File: config.mk
export PLATFORM = sky130hd
export DESIGN_NAME = bram_write
export DESIGN_NICKNAME = d
export VERILOG_FILES = /design/src/rtl/bram_write_pkg.sv /design/src/rtl/bram_write_fifo.sv /design/src/rtl/bram_write.sv
export SDC_FILE = /design/constraint.sdc
export NUM_CORES = 1
export LEC_CHECK = 0
export BUFFER_PORTS_ARGS = -buffer_cell sky130_fd_sc_hd__buf_4
export CAP_MARGIN = 40
export CORE_UTILIZATION = 62
export DETAILED_ROUTE_END_ITERATION = 6
export PLACE_DENSITY = 0.88
export SETUP_SLACK_MARGIN = 0.4
export SLEW_MARGIN = 20
export SYNTH_ARGS = -nofsm -noshare
export SYNTH_HDL_FRONTEND = slang
export SYNTH_SLANG_ARGS = --single-unit
File: constraint.sdc
create_clock -name clk -period 6.2 [get_ports clk]
set_input_delay 1.24 -clock clk [delete_from_list [all_inputs] [get_ports clk]]
set_output_delay 1.24 -clock clk [all_outputs]
set_load 0.05 [all_outputs]
File: src/rtl/bram_write_pkg.sv
// Shared definitions for BRAM read/write style blocks.
// FSM state encoding common to both directions.
package bram_write_pkg;

  typedef enum logic [1:0] {
    FSM_IDLE  = 2'd0,
    FSM_WRITE = 2'd1,
    FSM_DONE  = 2'd2
  } fsm_state_t;

endpackage

File: src/rtl/bram_write_fifo.sv
// Small circular FIFO buffering upstream words ahead of the BRAM port.
// Head word is visible combinationally on o_data.
module bram_write_fifo #(
  parameter int DATA_WIDTH    = 8,
  parameter int NUM_SLOTS     = 4,
  parameter int LOG_NUM_SLOTS = 2
) (
  input  logic                  clk,
  input  logic                  rst,
  input  logic                  i_push,
  input  logic [DATA_WIDTH-1:0] i_data,
  input  logic                  i_pop,
  output logic [DATA_WIDTH-1:0] o_data,
  output logic                  o_full,
  output logic                  o_almost_full,
  output logic                  o_empty
);

  localparam int CW = LOG_NUM_SLOTS + 1;
  localparam logic [LOG_NUM_SLOTS-1:0] LAST = LOG_NUM_SLOTS'(NUM_SLOTS - 1);

  logic [DATA_WIDTH-1:0]    r_mem [NUM_SLOTS];
  logic [LOG_NUM_SLOTS-1:0] r_wr_ptr;
  logic [LOG_NUM_SLOTS-1:0] r_rd_ptr;
  logic [CW-1:0]            r_count;
  logic                     w_push;
  logic                     w_pop;

  assign o_full        = (r_count == CW'(NUM_SLOTS));
  assign o_almost_full = (r_count >= CW'(NUM_SLOTS - 1));
  assign o_empty       = (r_count == '0);
  assign o_data        = r_mem[r_rd_ptr];
  assign w_push        = i_push & ~o_full;
  assign w_pop         = i_pop & ~o_empty;

  always_ff @(posedge clk) begin
    if (w_push) r_mem[r_wr_ptr] <= i_data;
  end

  always_ff @(posedge clk) begin
    if (!rst) begin
      r_wr_ptr <= '0;
      r_rd_ptr <= '0;
      r_count  <= '0;
    end else begin
      if (w_push)
        r_wr_ptr <= (r_wr_ptr == LAST) ? '0 : r_wr_ptr + 1'b1;
      if (w_pop)
        r_rd_ptr <= (r_rd_ptr == LAST) ? '0 : r_rd_ptr + 1'b1;
      if (w_push && !w_pop)
        r_count <= r_count + 1'b1;
      else if (!w_push && w_pop)
        r_count <= r_count - 1'b1;
    end
  end

endmodule

File: src/rtl/bram_write.sv
// Streams upstream words into a BRAM at sequential addresses,
// repeating over a configured number of iterations.
module bram_write
  import bram_write_pkg::*;
#(
  parameter int DATA_WIDTH              = 8,
  parameter int LOG_MAX_ITERS           = 16,
  parameter int LOG_MAX_WRITES_PER_ITER = 16,
  parameter int LOG_MAX_ADDRESS         = 16,
  parameter int NUM_SLOTS               = 4,
  parameter int LOG_NUM_SLOTS           = 2,
  parameter     TYPE                    = "unspecified"
) (
  input  logic                               clk,
  input  logic                               rst,
  input  logic                               configure,
  input  logic [LOG_MAX_ITERS-1:0]           num_iters,
  input  logic [LOG_MAX_WRITES_PER_ITER-1:0] num_writes_per_iter,
  input  logic [LOG_MAX_ADDRESS-1:0]         base_address,
  input  logic                               valid_in,
  input  logic [DATA_WIDTH-1:0]              data_in,
  output logic                               avail_out,
  output logic [LOG_MAX_ADDRESS-1:0]         address_out,
  output logic                               write_out,
  output logic [DATA_WIDTH-1:0]              data_out,
  output logic                               done
);

  localparam int IW = LOG_MAX_ITERS;
  localparam int WW = LOG_MAX_WRITES_PER_ITER;
  localparam int AW = LOG_MAX_ADDRESS;

  fsm_state_t          r_state;
  fsm_state_t          w_next_state;
  logic [IW-1:0]       r_iters_left;
  logic [WW-1:0]       r_writes_left;
  logic [WW-1:0]       r_writes_cfg;
  logic [AW-1:0]       r_base;
  logic [AW-1:0]       r_addr;
  logic                w_full;
  logic                w_almost_full;
  logic                w_empty;
  logic                w_push;
  logic                w_pop;
  logic                w_wr;
  logic                w_last;
  logic                w_degen;
  logic [DATA_WIDTH-1:0] w_head;

  assign w_degen   = (num_iters == '0) | (num_writes_per_iter == '0);
  assign w_last    = (r_writes_left == WW'(1)) & (r_iters_left == IW'(1));
  assign avail_out = (r_state == FSM_WRITE) & ~w_almost_full;
  assign w_push    = valid_in & avail_out;
  assign w_wr      = (r_state == FSM_WRITE) & ~w_empty & ~configure;
  assign w_pop     = w_wr | ((r_state == FSM_DONE) & ~w_empty);

  bram_write_fifo #(
    .DATA_WIDTH    (DATA_WIDTH),
    .NUM_SLOTS     (NUM_SLOTS),
    .LOG_NUM_SLOTS (LOG_NUM_SLOTS)
  ) fifo_out (
    .clk           (clk),
    .rst           (rst),
    .i_push        (w_push),
    .i_data        (data_in),
    .i_pop         (w_pop),
    .o_data        (w_head),
    .o_full        (w_full),
    .o_almost_full (w_almost_full),
    .o_empty       (w_empty)
  );

  always_comb begin
    w_next_state = r_state;
    if (configure)
      w_next_state = w_degen ? FSM_DONE : FSM_WRITE;
    else if (w_wr && w_last)
      w_next_state = FSM_DONE;
  end

  always_ff @(posedge clk) begin
    if (!rst) r_state <= FSM_IDLE;
    else      r_state <= w_next_state;
  end

  always_ff @(posedge clk) begin
    if (!rst) begin
      r_iters_left  <= '0;
      r_writes_left <= '0;
      r_writes_cfg  <= '0;
      r_base        <= '0;
      r_addr        <= '0;
      write_out     <= 1'b0;
      address_out   <= '0;
      data_out      <= '0;
      done          <= 1'b0;
    end else begin
      write_out <= w_wr;
      done      <= (w_next_state == FSM_DONE);
      if (configure) begin
        r_iters_left  <= num_iters;
        r_writes_left <= num_writes_per_iter;
        r_writes_cfg  <= num_writes_per_iter;
        r_base        <= base_address;
        r_addr        <= base_address;
      end else if (w_wr) begin
        address_out <= r_addr;
        data_out    <= w_head;
        if (r_writes_left != WW'(1)) begin
          r_writes_left <= r_writes_left - 1'b1;
          r_addr        <= r_addr + 1'b1;
        end else if (r_iters_left != IW'(1)) begin
          r_iters_left  <= r_iters_left - 1'b1;
          r_writes_left <= r_writes_cfg;
          r_addr        <= r_base;
        end
      end
    end
  end

`ifdef DEBUG
  always_ff @(posedge clk) begin
    if (rst && configure)
      $display("[%s] configure iters=%0d writes=%0d base=%h",
               TYPE, num_iters, num_writes_per_iter, base_address);
    if (rst && w_wr)
      $display("[%s] write addr=%h data=%h", TYPE, r_addr, w_head);
    if (rst && w_pop && !w_wr)
      $display("[%s] discard data=%h", TYPE, w_head);
  end
`endif

endmodule

==> results by group <==
Outcome
  – Run status: finished clean

Critical path
  – Kind of start point of the critical path: flop
  – Arrival time at the worst endpoint: approximately 3900 ps
  – Nature of the critical path endpoint: flop
  – CP max FO: 18
  – Cells traversed along the worst timing path: ha_1, nor4b_1, nand4_1, nand3b_1, a21o_1, buf_8, o311a_1, a211oi_1
  – Largest stage delay, worst path: just over 600 ps
  – Combined buffer and inverter count along the critical path: 1
  – Critical path's slowest cell: sky130_fd_sc_hd__nand4_1
  – CP Data Required Time: around 6600 ps
  – Kind of cell with the highest combined delay on the critical path: simple AND/OR/NAND/NOR gates
  – Critical path class: reg2reg

GRT
  – Vias in the first global route: about 6.2k
  – GRT overflow: 0
  – Total Routing Usage GR: between 30% and 40%
  – Number of antenna violations at the first check in global routing: 0
  – Maximum number of pins on one net before global-route repair: 68
  – First-pass GRT wire length: 29.2 mm

Routing
  – Sum of routed wire length over all layers: ~18 mm
  – Total number of vias: 6288
  – Number of search-and-repair iterations in the first detailed-routing pass: 5
  – Wire length per cell after detailed routing: just under 20 µm
  – Drt initial violations: around 720
  – DRC violations left: 0
  – Count of nets left with antenna violations after detail routing: 0
  – Via count normalized by instance count: approximately 6.6

STA
  – Share of the clock period used by the worst path: a little over half
  – Min Tclk post-route: about 3400 ps
  – Post-Route Setup TNS: 0 ps
  – Setup repair after global routing missed its margin: no
  – Max-slew violation count: 0
  – Setup violation total in the final timing report: 0
  – Achievable frequency: slightly below 300 MHz
  – Maximum clock skew at final layout: 14.6 ps
  – Final Hold Fails: 0
  – Worst slew margin: 46.2%
  – Worst Tran Pin Value: roughly 810 ps

Die
  – Total die area: between 10000 and 15000 µm²
  – DIE HEIGHT: approximately 110 µm
  – Initial standard-cell utilization of the core: between 60% and 70%
  – Number of primary I/O pins: between 80 and 90
  – Placeable core region: around 10000 µm²
  – Site Rows: 37
  – Die X-Extent: 106 µm

Yosys
  – Mapped Cells: 738
  – Async S/R FF share, synth: 0%
  – Register area share after synthesis: approximately 48%
  – Avg Inst Size Synth: ~9 µm²
  – Post-synthesis cell area: just under 7000 µm²
  – Post-synthesis cell type count: between 50 and 60
  – Leading register cell type out of synthesis: sky130_fd_sc_hd__dfxtp_1
  – Count of flip-flops with a built-in enable after synthesis: 32
  – Yosys warnings: 0
  – Synthesized net count: 810
  – Post-synthesis sequential element count: approximately 150

CTS
  – Num CTS Buffers: 17
  – Skew-Pair Late Insertion Delay: roughly 540 ps
  – CTS-repair resized insts: 0
  – CTS Root Cell: sky130_fd_sc_hd__clkbuf_8
  – Maximum number of buffers from clock root to sink: 2
  – CTS clk-pin slew, worst paths: ~70 ps
  – TritonCTS clock tree: done
  – CTS HTree Levels: 4
  – Number of sinks on the clock net: 147
  – Number of buffers inserted by post-CTS setup repair: 0
  – Count of hold buffers inserted by post-cts repair: 0

Finish
  – Area Overhead vs Synth: 19.4%
  – Leading cell types in the layout, fill and taps excluded: sky130_fd_sc_hd__nand2_1, sky130_fd_sc_hd__dfxtp_1, sky130_fd_sc_hd__buf_4
  – Layout cell share with drive strength beyond 1: 17.8%
  – Core occupancy in the finished layout: 77.3%
  – ANT cells: 0
  – Most common cell after layout, fill and taps aside: sky130_fd_sc_hd__nand2_1
  – Nets: slightly below 900

Pwr
  – Leakage power figure: between 0.003 and 0.004 µW
  – Worst vdd ir: 0.261 mV
  – Total power density per cell area: 306 nW/µm²

Flow run
  – Number of max-capacitance violations reported: 0

Placement
  – Port Buffers: 86
  – DP HPWL: around 12 mm
  – Final GP Congestion: slightly below 0.9

Hold path
  – Class of the tightest hold or removal check: reg2reg
through the flow:
step	total power, µW	instances	setup slack, ps	hold WS (ps)	cell area (µm²)
after global routing	2540	955	2660	474	8050
after detailed placement	1440	921	2550	452	7440
after global placement	1420	919	2720	445	7410
after CTS	2450	953	2970	465	8030
after floorplan	1330	738	2710	434	6740
final	2460	955	2790	464	8050
kinds of logic (layout without fill, tap and decap cells):
family / after synthesis / count (layout) / share of synthesized area [%]
compound gates: 204 / 204 / 18.0
simple gates: 260 / 260 / 18.6
flops: 147 / 147 / 48.4
mux: 26 / 26 / 5.36
buf+inv: 59 / 140 / 3.43
fa+ha+maj: 12 / 12 / 2.34
xor+xnor: 30 / 30 / 3.90
where the power goes:
group          switching [µW]  internal (µW)
clock                     418            603
sequential               61.3           1030
combinational             208            143
total                     687           1780
path summary, 6_finish.rpt:
path | end | from | slack, ps | cells past startpoint
max | r_addr[7] | r_writes_left[0] | 2790 | 8
max reg2reg | r_addr[7] | r_writes_left[0] | 2790 | 8
min reg2reg | address_out[1] | address_out[1] | 460 | 2
min | address_out[1] | address_out[1] | 460 | 2
worst register-to-register path: stages (launching register included):
cell and delay (ps):
sky130_fd_sc_hd__dfxtp_1 460, sky130_fd_sc_hd__ha_1 190, sky130_fd_sc_hd__nor4b_1 580, sky130_fd_sc_hd__nand4_1 610, sky130_fd_sc_hd__nand3b_1 400, sky130_fd_sc_hd__a21o_1 440, sky130_fd_sc_hd__buf_8 260, sky130_fd_sc_hd__o311a_1 130
sky130_fd_sc_hd__a211oi_1 240
cell type report:
cell class	count	area, µm²
fillers	657	2370
clock buffers	20	445
inverters	14	52.6
repair buffers	94	716
multi-input cells	532	3260
clock inverters	12	145
flip-flops and latches	147	3260
well taps	136	170
Yosys cell counts, types with 16 or more instances:
cell / instances / area (µm²)
sky130_fd_sc_hd__a31oi_1: 20 / 125
sky130_fd_sc_hd__nand2_1: 119 / 447
sky130_fd_sc_hd__nor2_1: 43 / 161
sky130_fd_sc_hd__dfxtp_1: 115 / 2300
sky130_fd_sc_hd__clkbuf_1: 39 / 146
sky130_fd_sc_hd__edfxtp_1: 32 / 961
sky130_fd_sc_hd__mux2i_1: 17 / 170
sky130_fd_sc_hd__o21ai_0: 42 / 210
sky130_fd_sc_hd__a22oi_1: 18 / 135
sky130_fd_sc_hd__nor4_1: 19 / 119
sky130_fd_sc_hd__a21oi_1: 79 / 395
sky130_fd_sc_hd__xor2_1: 16 / 140
flip-flops by register name, summed over array words and instances (netlist names):
| signal | count |
|---|---|
| fifo_out.r_wr_ptr | 2 |
| fifo_out.r_count | 3 |
| fifo_out.r_rd_ptr | 2 |
| r_state | 2 |
| r_iters_left | 16 |
| done | 1 |
| r_addr | 16 |
| data_out | 8 |
| r_writes_cfg | 16 |
| r_writes_left | 16 |
| write_out | 1 |
| fifo_out.r_mem | 32 |
| address_out | 16 |
| r_base | 16 |
layer usage:
metal	GRT usage (%)	share of wire [%]	wire length, µm	vias up
met5	0	0	0	-
met4	19.1	4.2	782	0
met3	9.99	9.4	1730	85
met2	54.3	48	8850	383
met1	40.5	39	7120	2990
li1	-	-	-	2830
(Power assumes the default switching activity.)
